File: config.mk
export PLATFORM = sky130hd
export DESIGN_NAME = countdown_timer
export DESIGN_NICKNAME = d
export VERILOG_FILES = /design/src/rtl/countdown_timer_pkg.sv /design/src/rtl/seg7_decoder.sv /design/src/rtl/countdown_timer.sv
export SDC_FILE = /design/constraint.sdc
export NUM_CORES = 1
export LEC_CHECK = 0
export ABC_AREA = 1
export CORE_UTILIZATION = 30
export DETAILED_ROUTE_END_ITERATION = 10
export MAX_ROUTING_LAYER = met4
export PLACE_DENSITY = 0.58
export SETUP_SLACK_MARGIN = 0.05
export SYNTH_ARGS = -nofsm -noshare
export SYNTH_HDL_FRONTEND = slang
export SYNTH_SLANG_ARGS = --single-unit
File: constraint.sdc
create_clock -name clk -period 2.11 [get_ports clk]
set_clock_uncertainty 0.1 [all_clocks]
set_input_delay 0.211 -clock clk [delete_from_list [all_inputs] [get_ports clk]]
set_output_delay 0.211 -clock clk [all_outputs]
set_load 0.005 [all_outputs]
File: src/rtl/countdown_timer_pkg.sv
// Shared definitions for the countdown timer: FSM state encoding and the
// active-low seven-segment glyph table (bit0 = a ... bit6 = g).
package countdown_timer_pkg;

  typedef enum logic [1:0] {
    IDLE   = 2'd0,
    RUN    = 2'd1,
    PAUSED = 2'd2,
    DONE   = 2'd3
  } state_t;

  // Index 0 is the leftmost entry, so the table reads 0..F in order.
  localparam logic [0:15][6:0] SEG7_TABLE = {
    7'b1000000,  // 0
    7'b1111001,  // 1
    7'b0100100,  // 2
    7'b0110000,  // 3
    7'b0011001,  // 4
    7'b0010010,  // 5
    7'b0000010,  // 6
    7'b1111000,  // 7
    7'b0000000,  // 8
    7'b0010000,  // 9
    7'b0001000,  // A
    7'b0000011,  // b
    7'b1000110,  // C
    7'b0100001,  // d
    7'b0000110,  // E
    7'b0001110   // F
  };

endpackage

File: src/rtl/seg7_decoder.sv
// Hex nibble to active-low seven-segment pattern, purely combinational.
module seg7_decoder (
  input  logic [3:0] digit,
  output logic [6:0] seg
);
  import countdown_timer_pkg::*;

  assign seg = SEG7_TABLE[digit];

endmodule

File: src/rtl/countdown_timer.sv
// Loadable 8-bit down-counter with clock prescaler, run/pause/done FSM and
// two seven-segment digit outputs.
module countdown_timer #(
  parameter int PRESCALE = 50000000
) (
  input  logic       clk,
  input  logic       clr,
  input  logic       load,
  input  logic [7:0] load_value,
  input  logic       start,
  input  logic       pause,
  output logic [7:0] count,
  output logic       running,
  output logic       expired,
  output logic       done,
  output logic [6:0] hex0,
  output logic [6:0] hex1
);
  import countdown_timer_pkg::*;

  localparam int PW = (PRESCALE > 1) ? $clog2(PRESCALE) : 1;
  localparam logic [PW-1:0] PRESC_LAST = PW'(PRESCALE - 1);

  state_t        state, state_nx;
  logic [7:0]    count_nx;
  logic [PW-1:0] presc, presc_nx;
  logic          done_nx;

  always_ff @(posedge clk or negedge clr) begin
    if (!clr) begin
      state <= IDLE;
      count <= '0;
      presc <= '0;
      done  <= 1'b0;
    end else begin
      state <= state_nx;
      count <= count_nx;
      presc <= presc_nx;
      done  <= done_nx;
    end
  end

  // load overrides every state; done is a pulse, so it defaults low.
  always_comb begin
    state_nx = state;
    count_nx = count;
    presc_nx = presc;
    done_nx  = 1'b0;
    if (load) begin
      count_nx = load_value;
      presc_nx = '0;
      state_nx = IDLE;
    end else begin
      unique case (state)
        IDLE: begin
          if (start) begin
            if (count != 8'd0) begin
              state_nx = RUN;
              presc_nx = '0;
            end else begin
              state_nx = DONE;
              done_nx  = 1'b1;
            end
          end
        end
        RUN: begin
          // Pause wins over a due tick; the prescaler phase is kept.
          if (pause) begin
            state_nx = PAUSED;
          end else if (presc == PRESC_LAST) begin
            presc_nx = '0;
            count_nx = count - 8'd1;
            if (count == 8'd1) begin
              state_nx = DONE;
              done_nx  = 1'b1;
            end
          end else begin
            presc_nx = presc + PW'(1);
          end
        end
        PAUSED: begin
          if (start) state_nx = RUN;
        end
        DONE: begin
          count_nx = '0;
        end
        default: state_nx = IDLE;
      endcase
    end
  end

  assign running = (state == RUN);
  assign expired = (state == DONE);

  seg7_decoder u_seg_lo (
    .digit (count[3:0]),
    .seg   (hex0)
  );

  seg7_decoder u_seg_hi (
    .digit (count[7:4]),
    .seg   (hex1)
  );

endmodule

## Word-level counts from Yosys, hierarchy flattened

Memories as Yosys holds them, arrays and structs flattened.
Index checks and enable logic that the tools add are counted.

- Word-level logic and storage cells: 61
- Flip-flop bits (word level): 37
- Input port bits: 13
- Memories kept: 2
- Output and inout bits: 25
- Memory bits (read-only): 224

Memories:

| name | words | bits a word | rd ports | clocked after memory_dff | wr ports | RTL line | RTL |
|---|---|---|---|---|---|---|---|
| (no name shown) | 16 | 7 | 1 | 0 | 0 | seg7_decoder.sv:8 | `assign seg = SEG7_TABLE[digit];` |
| (no name shown) | 16 | 7 | 1 | 0 | 0 | seg7_decoder.sv:8 |  |

- Reduce and logical (&&, ||, !) cells: 8
- $add $sub $neg: 2
- Bitwise operators: 2
- Mux-type cells: 29
- Eq/ne operators: 12
- $lt $le $gt $ge: 2

Operators by type and width:

| cell | number |
|---|---|
| $mux W26 | 5 |
| $pmux W26 S2 | 1 |
| $mux W7 | 4 |
| $add A26 B1 Y26 const B | 1 |
| $eq A26 B26 Y1 const B | 1 |
| $mux W8 | 3 |
| $pmux W8 S2 | 1 |
| $mux W2 | 7 |
| $ne A3 B3 Y1 const B | 4 |
| $ge A5 B5 Y1 const B | 2 |
| $not A4 Y5 | 2 |
| $eq A8 B1 Y1 const B | 1 |
| $ne A4 B3 Y1 const B | 2 |
| $reduce_bool A8 Y1 | 1 |
| $sub A8 B1 Y8 const B | 1 |
| $mux W1 | 6 |
| $pmux W2 S3 | 1 |
| $reduce_bool A3 Y1 | 2 |
| $reduce_and A5 Y1 | 1 |
| $eq A2 B2 Y1 const B | 2 |
| $reduce_and A4 Y1 | 1 |
| $reduce_bool A4 Y1 | 1 |
| $ne A3 B2 Y1 const B | 1 |
| $reduce_and A3 Y1 | 1 |
| other kinds (3) | 3 |

## Logic depth before layout (Yosys ltp)

Gate-level depths: netlist (run 1).

- Word-level depth: 6
- Gate-level depth with buffers: 12
- Gate-level depth less buffers: 11

## By module

A second synthesis (run 1) with hierarchy kept.

- Cell total of the unflattened synthesis: 552
- Area total of the unflattened synthesis: 3532.1 sq um

Modules (own cells, without submodules):

| module | cells each | instances | area each (sq um) | seq. area each (sq um) |
|---|---|---|---|---|
| countdown_timer | 454 | 1 | 2984.1 | 925.9 |
| seg7_decoder | 49 | 2 | 274.0 | 0.0 |

## Worst setup path before layout (run 1)

OpenSTA, ideal clock, no wires.

- Path type: register -> register
- From: register count[4]
- To: register presc[22]
- Slack: 259 ps
- Stages on the path, launching flop included: 13
- Buffers on the path: 1
- Arrival: 1633 ps
- Data required time: 1892 ps
- Library setup time: 118 ps
- Period minus slack after synthesis: 1851 ps
- Cell sequence: dfrtp_1 -> inv_1 -> ha_1 -> nand2_1 -> nor2_2 -> nand3_2 -> nand2_2 -> nand2_2 -> buf_6 -> nand3_1 -> nand2_1 -> nand2_1 -> nor2_1

- Cells in the longest elaborated chain, start to end: 3

Ends and longest elaborated chain:

| item | RTL line | RTL |
|---|---|---|
| start, declared | countdown_timer.sv:12 | `output logic [7:0] count,` |
| start signal, assigned | countdown_timer.sv:37 | `count <= count_nx;` |
| $reduce_bool A8 Y1 | countdown_timer.sv:57 | `if (count != 8'd0) begin` |
| $ne A3 B3 Y1 (no line) | -- |  |
| $reduce_and A4 Y1 (no line) | -- |  |
| end signal, assigned | countdown_timer.sv:38 | `presc <= presc_nx;` |
| end, declared | countdown_timer.sv:26 | `logic [PW-1:0] presc, presc_nx;` |

Every way passes these cells.
A chain may end at the register's enable or synchronous reset.

## Worst setup path in the final report (run 1)

- From: register state[1]
- To: output running

- Cells in the longest elaborated chain, start to end: 1

Ends and longest elaborated chain:

| item | RTL line | RTL |
|---|---|---|
| start, declared | countdown_timer.sv:24 | `state_t state, state_nx;` |
| start signal, assigned | countdown_timer.sv:36 | `state <= state_nx;` |
| $eq A2 B1 Y1 | countdown_timer.sv:92 | `assign running = (state == RUN);` |
| end, declared | countdown_timer.sv:13 | `output logic running,` |

Every way passes these cells.

==> results of run 1 <==
-- stage by stage --
| step | std cells | power, mW | worst slack (ns) | util [%] | hold WS [ns] |
|---|---|---|---|---|---|
| global route | 701 | 4.67 | 0.0168 | 39.4 | 0.453 |
| global placement | 687 | 3.61 | 0.133 | 37.3 | 0.202 |
| floorplan | 501 | 2.48 | 0.259 | - | -0.185 |
| CTS | 701 | 4.27 | 0.0540 | 38.9 | 0.411 |
| detailed placement | 687 | 3.62 | 0.0940 | 37.3 | 0.199 |
| finish | 701 | 4.31 | 0.125 | 39.4 | 0.397 |
-- final timing paths --
path / endpoint / slack (ns) / cells after the start
setup reg to reg: presc[22] / 0.19 / 10
min in group clk: state[1] / 0.44 / 2
hold reg to reg: state[1] / 0.44 / 2
hold / removal: presc[22] / 0.40 / 3
setup / recovery: running / 0.13 / 4
max in group asynchronous: count[4] / 1.14 / 3
-- cells by family (layout without fill, tap and decap cells) --
| kind of cell | count (synthesis) | count (layout) |
|---|---|---|
| buffers and inverters | 88 | 152 |
| XOR/XNOR | 6 | 6 |
| flip-flops | 37 | 37 |
| AO/OA/AOI/OAI | 64 | 64 |
| multiplexers | 1 | 1 |
| AND/OR/NAND/NOR | 289 | 289 |
| adder cells (fa/ha/maj) | 16 | 16 |
-- area by class of cell --
type	instances	area, sq um
clock inverters	2	37.5
clock buffers	6	82.6
multi-input cells	376	1960
fillers	1129	6290
well taps	136	170
inverters	71	272
flip-flops and latches	37	927
repair buffers	73	636
-- power groups by stage --
| stage | Combinational, mW | Sequential (mW) | Clock (mW) |
|---|---|---|---|
| after detailed placement | 2.70 | 0.926 | 0 |
| after global routing | 3.02 | 0.928 | 0.720 |
| final | 2.72 | 0.912 | 0.678 |
| after global placement | 2.69 | 0.920 | 0 |
| after floorplan | 1.54 | 0.947 | 0 |
| after CTS | 2.67 | 0.908 | 0.691 |
-- sequential cells by signal, summed over array words and instances, names as in the netlist --
signal / count
presc: 26
count: 8
state: 2
done: 1
-- placed cells by master (no fill, tap or decap), drive strengths merged, types with 12 or more instances in the layout --
cell,Yosys,routed
buf,13,36
nand4,25,25
nand2,132,132
a21oi,14,14
ha,16,16
clkdlybuf4s50,0,22
dlygate4sd2,0,12
dfrtp,37,37
o21ai,37,37
nor2,80,80
inv,70,70
nand3,43,43
-- critical path, cell delays in order (launching register included) --
cell             delay (ns)
dfrtp_1                0.41
inv_1                  0.08
ha_1                   0.18
buf_6                  0.17
clkdlybuf4s50_1        0.53
-- layer usage --
layer / vias to the layer above / share of wire, %
met5: - / 0
met4: 0 / 0.99
met3: 8 / 4.8
met2: 106 / 48
met1: 1582 / 46
li1: 1747 / -
-- what timing repair did --
| action | 4_1_cts | 5_1_grt |
|---|---|---|
| hold buffers | 1 | 0 |
| setup buffers | 5 | 0 |
| gates resized for setup | 25 | 19 |
| setup endpoints to repair | 14 | 31 |
| endpoints found under the hold margin | 37 | 0 |
| pin swaps | 2 | 1 |
| gates cloned | 0 | 0 |
==> metrics.txt, run 1 <==
outcome finished clean; CTS Buf Count 5; CP Capture Type output pin; CTS tree yes; share of the synthesized area in the top cell type approximately 29%; sequential cell area fraction in the yosys report 28.8%; mux contribution to synthesized area 0.311%; Final Hold Viols 0; Via density 4.91; Max clock buf depth 2; part of the power in registers between 20% and 30%; Std-Cell Rows 37; area share of fa/ha/maj cells after synthesis 6.22%; Ys Warns 0; Synth Area in Simple Gates just under 40%; Worst Path Arrival 1.67 ns; ant diodes 0; die height 106 microns; ys flop type dfrtp_1; class of the worst hold path in -> async; Root Driver clkbuf_8; asr flop ratio synth 100%; Worst Setup SP state[1]; top post-synthesis cells by count nand2_1 (128), nor2_1 (75), inv_1 (68), nand3_1 (41), dfrtp_1 (37); vias in the first global route 3329; Avg Cell Area, Syn 6.43 sq um; DRT Wirelength between 9 and 10 mm; post-DP HPWL ~6.8 mm; largest family of logic cells by synthesized area simple AND/OR/NAND/NOR gates; Gate Count Post-Synth around 500; largest vdd supply drop 0.692 mV; pin count of the biggest net entering global routing 38; RR Startpoint presc[0]; Min Clock Period, post-route ~2.0 ns; clock latency on the worst-skew pair a little under 0.3 ns; fin crit share 94.1%; Clock transition at path regs 0.09 ns; GRT busiest layer met2; core box area 0.0104 sq mm; H-tree levels 2; clock network fraction of total power 15.7%; Initial DRC Count ~220; compound-gate portion of the synthesized area between 10% and 20%; dpl cell area 0.00387 sq mm; Rel. slew slack 66.9%; first-pass GRT wire length 15.3 mm; starting density of the core 31.0%; clk sink count 37; antenna viol nets, final 0; Synth area leader dfrtp_1; max frequency 504 MHz; initial antenna violation count 0; Logic pwr share 63.1%; P_int around 2.4 mW; final setup violation count 0; met1 Use GR 21.5%; WL/cell roughly 13 microns; Synth Area in XOR/XNOR 1.63%; Net Sw Frac 45.2%; count leader, synth nand2_1; IO Port Bufs 37; WP data required 1.80 ns; CP Launch Type register; drt pass-1 iters 6; flops & latches, synth 37; fin. max-slew vios 0; RSZ-0062 raised after global routing true; TNS Setup 0 ns; # DRC 0; Post-Syn Nets 530; slew of the pin with the lowest slew margin roughly 0.50 ns; die area 0.0111 sq mm; Ports 38; post-route cell area 0.00408 sq mm; GP Congestion 0.853; total gr overflow 0; Mapped Area 0.00322 sq mm; layout cells sized above 1 14.5%; Psw a little under 2 mW; synth unique cells 41; Area Growth Syn to Fin 26.8%; crit path kind reg -> out; Post-synth EDFFs 0; Critical Path Fanout Max 12; synth top area cells dfrtp_1 (29%), nand2_1 (15%), nor2_1 (8.7%), inv_1 (7.9%), nand3_1 (6.4%); max-capacitance violation count 0; Lkg Pwr 1.85 nW; Net count, final 593; vias post-DR 3443; Die X 106 microns; GR Util All Layers 17.3%; met2 Track Usage GR 29.5%; met3 usage 2.35%; Cell Pwr Density 1060 mW/mm^2
Power figures use the tool's default switching activity.
==> run 2, diff against run 1 <==
--- a/config.mk
+++ b/config.mk
@@ -10,6 +10,7 @@
 export DETAILED_ROUTE_END_ITERATION = 10
 export MAX_ROUTING_LAYER = met4
 export PLACE_DENSITY = 0.58
+export RECOVER_POWER = 100
 export SETUP_SLACK_MARGIN = 0.05
 export SYNTH_ARGS = -nofsm -noshare
 export SYNTH_HDL_FRONTEND = slang
==> run 2 against run 1 <==
  * Final cell count is the same
  * Clock power is essentially flat
  * Sequential power hardly changed
  * Worst hold slack better by 0.046 ns
  * Setup slack worse by 0.032 ns
  * Non-clock buffer count stayed put
  * Sequential cell count unchanged
  * Core utilization shrank 0.42 points
  * Register-to-register slack better by 0.02 ns
==> metrics.txt, run 2 (synthesized netlist as in run 1, its figures left out) <==
WP data required 1.80 ns (about the same); Die X 106 microns (unchanged); commonest non-fill, non-tap cell in the layout nand2_1 (unchanged); Hold Crit Endpoint state[1]; slew of the pin with the lowest slew margin 0.965 ns (was 0.496 ns); TNS Setup 0 ns (unchanged); CP Capture Type output pin (unchanged); max-capacitance violation count 0 (unchanged); class of the worst hold path reg -> reg (was in -> async); most frequent cells in the layout nand2_1 (128), nor2_1 (72), inv_1 (64) (was nand2_1 (128), nor2_1 (71), inv_1 (64)); GP Congestion 0.853 (unchanged); RR Startpoint presc[0] (unchanged); Hold Path Depth 2; crit path kind reg -> out (unchanged); CP Launch Type register (unchanged); Critical Path Fanout Max 12 (unchanged); CTS tree yes (unchanged); ant diodes 0 (unchanged); max reg flops 26 (unchanged); total gr overflow 0 (unchanged); antenna viol nets, final 0 (unchanged); DRT Wirelength 8.97 mm (was 9.03 mm); Final Hold Viols 0 (unchanged); Hold Startpoint state[1]; layout cells sized above 1 12.7% (was 14.5%); internal reg-to-reg setup slack 0.21 ns (was 0.19 ns); max frequency 496 MHz (was 504 MHz); core box area 0.0104 sq mm (unchanged); clk sink count 37 (unchanged); Std-Cell Rows 37 (unchanged); outcome finished clean (unchanged); vias in the first global route 3329 (unchanged); worst reg2reg path depth 10 (unchanged); Net count, final 593 (unchanged); starting density of the core 31.0% (unchanged); Largest Register presc (unchanged); RSZ-0062 raised after global routing true (unchanged); drt pass-1 iters 5 (was 6); vias post-DR 3419 (was 3443); first-pass GRT wire length 15.3 mm (unchanged); post-DP HPWL 6.82 mm (unchanged); Clock transition at path regs 0.08 ns (was 0.09 ns); Via density 4.88 (was 4.91); fin crit share 95.6% (was 94.1%); IO Port Bufs 37 (unchanged); # DRC 0 (unchanged); Cell Pwr Density 1040 mW/mm^2 (was 1060 mW/mm^2); Lkg Pwr 1.85 nW (about the same); worst hold slack 0.443 ns (was 0.397 ns); fin. max-slew vios 0 (unchanged); Initial DRC Count 208 (was 221); Max clock buf depth 2 (unchanged); Rel. slew slack 35.6% (was 66.9%); Worst Path Arrival 1.71 ns (was 1.67 ns); # fillers 1133 (was 1129); clock latency on the worst-skew pair 0.30 ns (was 0.29 ns); Reg area 927 sq um (unchanged); initial antenna violation count 0 (unchanged); H-tree levels 2 (unchanged); Area Growth Syn to Fin 25.4% (was 26.8%); die area 0.0111 sq mm (unchanged); r2r endpoint presc[22] (unchanged); final setup violation count 0 (unchanged); CTS Buf Count 5 (unchanged); GR Util All Layers 17.3% (unchanged); Root Driver clkbuf_8 (unchanged); Ports 38 (unchanged); area taken by multi-input logic gates 0.00194 sq mm (was 0.00196 sq mm); biggest regs presc (26), count (8), state (2) (unchanged); pin count of the biggest net entering global routing 38 (unchanged); largest vdd supply drop 0.685 mV (was 0.692 mV); die height 106 microns (unchanged); Min Clock Period, post-route 2.02 ns (was 1.98 ns); WL/cell 12.8 microns (was 12.9 microns)
## run 2: layout make-up
class	instances	area share, %
clock inverter	2	0.930
tap	136	4.21
multi-input combinational	376	48.0
sequential	37	23.0
inverter	71	6.72
clock buffer	6	2.05
timing repair buffer	73	15.2
## run 2: report_power, final
part,leakage (nW),internal (mW),switching (mW)
clock network,0.0574,0.385,0.290
registers,0.501,0.814,0.0950
logic,1.29,1.09,1.53
total,1.85,2.29,1.92
## run 2: per-layer routing
metal / GRT usage, % / wire [microns] / share of wire (%)
met1: 21.5 / 4150 / 46
met2: 29.5 / 4300 / 48
met3: 2.35 / 391 / 4.4
met4: 4.56 / 126 / 1.4
met5: - / 0 / 0
## run 2: worst max-delay path by stage
stage          startpoint   endpoint  depth (start not counted)
3_5_place_dp     presc[0]  presc[22]                          9
6_report         state[1]    running                          4
2_1_floorplan    count[4]  presc[22]                         12
3_3_place_gp     presc[0]  presc[22]                         10
4_1_cts          count[0]    hex0[5]                          6
5_1_grt          count[0]    hex0[0]                          7
## run 2: what timing repair did
action / CTS / global route
hold buffers: 1 / 0
endpoints found under the setup margin: 14 / 31
resized for setup: 25 / 19
buffers inserted: 5 / 0
pin swaps: 2 / 1
hold endpoints to repair: 37 / 0
## run 2: worst max-delay path, cell delays in order, from the launching register on
cell,delay [ns]
dfrtp_1,0.41
inv_1,0.08
ha_1,0.16
buf_4,0.20
clkdlybuf4s50_1,0.54
## run 2: metrics by stage
| step | instance area [sq um] | total power, mW | cells | setup slack, ns | utilization [%] |
|---|---|---|---|---|---|
| after detailed placement | 3870 | 3.62 | 687 | 0.0940 | 37.3 |
| final | 4040 | 4.21 | 701 | 0.0934 | 38.9 |
| after global routing | 4040 | 4.57 | 701 | 0.000332 | 38.9 |
| after CTS | 4040 | 4.27 | 701 | 0.0540 | 38.9 |
| after floorplan | 3220 | 2.48 | 501 | 0.259 | - |
| after global placement | 3870 | 3.61 | 687 | 0.133 | 37.3 |
